$ cat config.mk
export PLATFORM = sky130hd
export DESIGN_NAME = game_state_ctrl
export DESIGN_NICKNAME = d
export VERILOG_FILES = /design/src/rtl/game_pkg.sv /design/src/rtl/button_debounce.sv /design/src/rtl/game_state_ctrl.sv
export SDC_FILE = /design/constraint.sdc
export NUM_CORES = 1
export LEC_CHECK = 0
export CAP_MARGIN = 10
export CORE_AREA = 2 2 80 82
export DETAILED_ROUTE_END_ITERATION = 7
export DIE_AREA = 0 0 82 84
export DONT_BUFFER_PORTS = 1
export PLACE_DENSITY_LB_ADDON = 0.2
export SKIP_LAST_GASP = 1
export SLEW_MARGIN = 20
export SYNTH_ARGS = -nofsm -noshare
export SYNTH_HDL_FRONTEND = slang
export SYNTH_SLANG_ARGS = --single-unit
$ cat constraint.sdc
create_clock -name clk -period 2.34 [get_ports clk]
set_input_delay 0.234 -clock clk [delete_from_list [all_inputs] [get_ports clk]]
set_output_delay 0.234 -clock clk [all_outputs]
set_load 0.005 [all_outputs]
$ cat src/rtl/game_pkg.sv
// Shared types for the game sequencer: screen-mode state encoding and helpers.
package game_pkg;

    typedef enum logic [2:0] {
        ST_START,
        ST_PLAY,
        ST_PAUSE,
        ST_OVER,
        ST_FINISH
    } game_state_t;

    // End screens share the start-button hold-off behaviour.
    function automatic logic is_end_screen(input game_state_t s);
        return (s == ST_OVER) || (s == ST_FINISH);
    endfunction

endpackage

$ cat src/rtl/button_debounce.sv
// Raw button to single-cycle press pulse: 2-FF synchroniser, run-length
// debounce against the accepted level, and rising-edge detect.
module button_debounce #(
    parameter int DEBOUNCE_CYCLES = 250_000
) (
    input  logic clk,
    input  logic reset,
    input  logic btn_i,
    output logic press_o
);

    localparam int CW = (DEBOUNCE_CYCLES > 1) ? $clog2(DEBOUNCE_CYCLES) : 1;
    localparam logic [CW-1:0] CNT_LAST = CW'(DEBOUNCE_CYCLES - 1);

    logic          meta_q;
    logic          sync_q;
    logic          db_q;
    logic          db_d;
    logic          db_prev_q;
    logic [CW-1:0] cnt_q;
    logic [CW-1:0] cnt_d;

    // The accepted level only moves after the synchronised level has
    // disagreed with it for DEBOUNCE_CYCLES consecutive cycles.
    always_comb begin
        db_d  = db_q;
        cnt_d = '0;
        if (sync_q != db_q) begin
            if (cnt_q == CNT_LAST) begin
                db_d  = sync_q;
            end else begin
                cnt_d = cnt_q + CW'(1);
            end
        end
    end

    always_ff @(posedge clk) begin
        if (reset) begin
            meta_q    <= 1'b0;
            sync_q    <= 1'b0;
            db_q      <= 1'b0;
            db_prev_q <= 1'b0;
            cnt_q     <= '0;
        end else begin
            meta_q    <= btn_i;
            sync_q    <= meta_q;
            db_q      <= db_d;
            db_prev_q <= db_q;
            cnt_q     <= cnt_d;
        end
    end

    assign press_o = db_q & ~db_prev_q;

endmodule

$ cat src/rtl/game_state_ctrl.sv
// Game sequencer: turns start/pause buttons and crash/goal events into
// registered screen-mode enables, pause level and a timer-restart pulse.
module game_state_ctrl
    import game_pkg::*;
#(
    parameter int DEBOUNCE_CYCLES = 250_000,
    parameter int HOLD_FRAMES     = 60
) (
    input  logic clk,
    input  logic reset,
    input  logic refresh_tick,
    input  logic btn_start,
    input  logic btn_pause,
    input  logic crash,
    input  logic goal,
    output logic start_en,
    output logic over_en,
    output logic finish_en,
    output logic pause,
    output logic play_en,
    output logic timer_clr
);

    localparam int HW = (HOLD_FRAMES > 0) ? $clog2(HOLD_FRAMES + 1) : 1;

    logic [1:0]    btn_raw;
    logic [1:0]    btn_press;
    logic          start_press;
    logic          pause_press;
    game_state_t   state_q;
    game_state_t   state_d;
    logic [HW-1:0] hold_q;
    logic [HW-1:0] hold_d;
    logic          timer_clr_d;

    assign btn_raw = {btn_pause, btn_start};

    genvar gi;
    generate
        for (gi = 0; gi < 2; gi++) begin : g_btn
            button_debounce #(
                .DEBOUNCE_CYCLES(DEBOUNCE_CYCLES)
            ) u_debounce (
                .clk    (clk),
                .reset  (reset),
                .btn_i  (btn_raw[gi]),
                .press_o(btn_press[gi])
            );
        end
    endgenerate

    assign start_press = btn_press[0];
    assign pause_press = btn_press[1];

    always_comb begin
        state_d = state_q;
        hold_d  = hold_q;
        case (state_q)
            ST_START: begin
                if (start_press) state_d = ST_PLAY;
            end
            ST_PLAY: begin
                if (crash)            state_d = ST_OVER;
                else if (goal)        state_d = ST_FINISH;
                else if (pause_press) state_d = ST_PAUSE;
            end
            ST_PAUSE: begin
                if (pause_press) state_d = ST_PLAY;
            end
            ST_OVER, ST_FINISH: begin
                // A press during the hold-off is dropped, not remembered.
                if (start_press && hold_q == '0) begin
                    state_d = ST_PLAY;
                end else if (refresh_tick && hold_q != '0) begin
                    hold_d = hold_q - HW'(1);
                end
            end
            default: state_d = ST_START;
        endcase
        if (is_end_screen(state_d) && !is_end_screen(state_q)) begin
            hold_d = HW'(HOLD_FRAMES);
        end
    end

    // Resuming from PAUSE keeps the running timer.
    assign timer_clr_d = (state_d == ST_PLAY) && (state_q != ST_PLAY) &&
                         (state_q != ST_PAUSE);

    always_ff @(posedge clk) begin
        if (reset) begin
            state_q   <= ST_START;
            hold_q    <= '0;
            start_en  <= 1'b1;
            over_en   <= 1'b0;
            finish_en <= 1'b0;
            play_en   <= 1'b0;
            pause     <= 1'b1;
            timer_clr <= 1'b0;
        end else begin
            state_q   <= state_d;
            hold_q    <= hold_d;
            start_en  <= (state_d == ST_START);
            over_en   <= (state_d == ST_OVER);
            finish_en <= (state_d == ST_FINISH);
            play_en   <= (state_d == ST_PLAY);
            pause     <= (state_d != ST_PLAY);
            timer_clr <= timer_clr_d;
        end
    end

endmodule

==> impl_metrics.py <==
metrics = {
    "run_status": {
        "outcome": "complete, no violations",
    },
    "floorplanning": {
        "rows": 29,
        "initial_core_util_pct": 43.1,
        "die_w_um": 82,
        "dieArea_um2": 6890,
        "pin_count": 13,
        "core_area_um2": 6100,
        "die_h_um": 84,
    },
    "critical_path": {
        "r2r_end": "hold_q[3]",
        "ff2ff_setup_slack_ns": 0.29,
        "crit_buf_inv": 1,
        "path_depth": 7,
        "cp-endpoint": "hold_q[3]",
        "path_cells": "inv_1, ha_1, nor4bb_1, and2_1, o221ai_1, a21oi_1, a21oi_1",
        "crit_path_max_incr_delay_ns": 0.42,
        "cp-startpoint": "hold_q[0]",
        "critPathTopFamily": "compound AO/OA/AOI/OAI gates",
        "critPathMaxFanout": 4,
        "end_kind": "flip-flop",
        "crit_required_ns": 2.55,
        "r2r_cells": 7,
        "path_class": "flip-flop to flip-flop",
        "r2r_start": "hold_q[0]",
        "crit_top_cell": "a21oi_1",
        "arrival_ns": 2.26,
        "worstSetupStartpointType": "flip-flop",
        "cp_slowest_cell": "nor4bb_1",
    },
    "synth": {
        "syn_avg_cell_area_um2": 8.94,
        "async_flop_share_pct": 0,
        "yosysSeqAreaShare_pct": 45.0,
        "synth_edf_count": 0,
        "synth_nets": 305,
        "yosysWarnings": 0,
        "ys.flop_type": "dfxtp_1",
        "syn_area_um2": 2630,
        "ys_types": 41,
        "synthCells": 294,
        "yosys.area.top_type": "dfxtp_1",
        "synth_area_leaders": "dfxtp_1, nor2_1, xnor2_1",
        "ys_seq_elements": 59,
        "synth_top_area_share_pct": 45.0,
    },
    "drt": {
        "drc": 0,
        "drtIter0Drc": 97,
        "vias_per_cell": 4.97,
        "first_pass_iters": 5,
        "ant_nets": 0,
        "routed_wl_um": 4460,
        "wire_per_inst_um": 11.7,
        "vias": 1895,
    },
    "hold_path": {
        "hold_class": "primary input to flip-flop",
        "holdCritStartpoint": "btn_start",
    },
    "clock_network": {
        "cts_num_sinks": 59,
        "post_cts_buffers": 0,
        "cts_tree": "yes",
        "cts_inserted_buffers": 9,
        "clkLatencyLatePin_ns": 0.33,
        "clk_pin_slew_ns": 0.07,
        "cts_buffer_depth": 2,
        "htreeDepth": 3,
        "cts_root_buf": "clkbuf_8",
    },
    "power": {
        "p_per_area_nw_per_um2": 711,
        "ir_drop_uv": 586,
        "power_uw": 2080,
        "leakage_uw": 0.00104,
    },
    "finish": {
        "fin_nets": 310,
        "syn2layout_area_growth_pct": 11.2,
        "design_area_um2": 2920,
        "fillers": 618,
        "final_cell_mix": "dfxtp_1, nor2_1, xnor2_1, xor2_1, nand2_1",
        "final_common_cell": "dfxtp_1",
        "drive_above_1_share_pct": 8.55,
        "num_antenna_cells": 0,
    },
    "sta": {
        "grt_setup_unrepaired": "false",
        "finalSetupTns_ns": 0,
        "whs_ns": 0.0277,
        "fmax_mhz": 487,
        "setup_viol_count_final": 0,
        "finClkSkew_ns": 0.00458,
        "period_share_pct": 87.8,
        "slew_headroom_pct": 69.9,
        "worstMarginPinSlew_ns": 0.451,
        "final_hold_viol_count": 0,
        "finalCriticalPeriod_ns": 2.05,
        "finalMaxSlewViolations": 0,
    },
    "global_routing": {
        "grt_max_degree": 18,
        "grtUsageTotal_pct": 15.4,
        "grt-ovfl-total": 0,
        "antenna_found_initial": 0,
        "grt_pass1_vias": 1894,
        "grt_pass1_wl_um": 8170,
    },
    "placement": {
        "hpwl_um": 3060,
        "port_buffers": 0,
        "gp_congestion": 0.786,
        "place_area_um2": 2690,
    },
    "flow_run": {
        "cap_violations": 0,
    },
}
## state kept, by name (all words and copies together) (netlist names), 2 cells and up
signal                      count
g_btn.u_debounce.db_q           2
g_btn.u_debounce.sync_q         2
g_btn.u_debounce.meta_q         2
g_btn.u_debounce.cnt_q         36
g_btn.u_debounce.db_prev_q      2
hold_q                          6
state_q                         3
## metrics by stage
stage	cells	setup slack, ns	util [%]
after floorplan	294	0.489	-
after detailed placement	364	0.316	44.0
final	381	0.287	47.9
after global routing	381	0.0838	47.9
after global placement	364	0.355	44.0
after CTS	381	0.302	47.9
## logic make-up (layout without fill, tap and decap cells)
family	after synthesis	after routing	share of synthesized area [%]
and+or+nand+nor	142	142	27.8
DFF	59	59	45.0
adders and majority gates	4	4	1.90
muxes	6	6	2.29
AOI/OAI and AO/OA	27	27	7.43
xor gates and xnor gates	36	36	12.0
buffers and inverters	20	30	3.62
## how the worst min path moves through the flow
| stage | endpoint | cells after the start |
|---|---|---|
| after floorplan | state_q[1] | 1 |
| after global placement | g_btn[0].u_debounce.db_prev_q | 1 |
| after detailed placement | g_btn[0].u_debounce.meta_q | 1 |
| after CTS | g_btn[0].u_debounce.meta_q | 1 |
| after global routing | g_btn[1].u_debounce.meta_q | 1 |
| final | g_btn[0].u_debounce.meta_q | 1 |
## layout make-up
cell class | instances | area (um2) | share of cell area (%)
Sequential cell | 59 | 1180 | 40.4
Timing Repair Buffer | 3 | 25.0 | 0.857
Clock buffer | 11 | 151 | 5.18
Tap cell | 77 | 96.3 | 3.30
Multi-Input combinational cell | 215 | 1350 | 46.3
Inverter | 11 | 41.3 | 1.41
Clock inverter | 5 | 75.1 | 2.57
## report_power, final
part / switching, uW / leakage (uW) / internal (uW)
clock: 390 / 0.000119 / 652
sequential: 1.93 / 0.000476 / 1010
combinational: 13.7 / 0.000441 / 10.2
## cell usage after synthesis (all sizes together), types with 2 or more instances
master and count:
a211oi 2, a21o 4, a21oi 12, and2 6
and3 4, and4 5, buf 6, clkbuf 3
dfxtp 59, ha 4, inv 11, mux2i 6
nand2 16, nand2b 3, nand3 10, nand3b 2
nand4 7, nor2 56, nor2b 8, nor3 8
nor3b 2, nor4b 3, o21ai 2, o21bai 2
o221ai 2, or2 3, or3 2, or3b 3
xnor2 19, xor2 17
## layer usage
| layer | track usage, % | share of wire (%) |
|---|---|---|
| met5 | 0 | 0 |
| met4 | 6.82 | 1.7 |
| met3 | 6.60 | 5.5 |
| met2 | 22.9 | 44 |
| met1 | 19.2 | 48 |
## timing repair
action / CTS / global route
endpoints found under the setup margin: 0 / 0
resized for setup: 0 / 0
endpoints found under the hold margin: 9 / 0
hold buffers: 1 / 0
(Power assumes the default switching activity.)
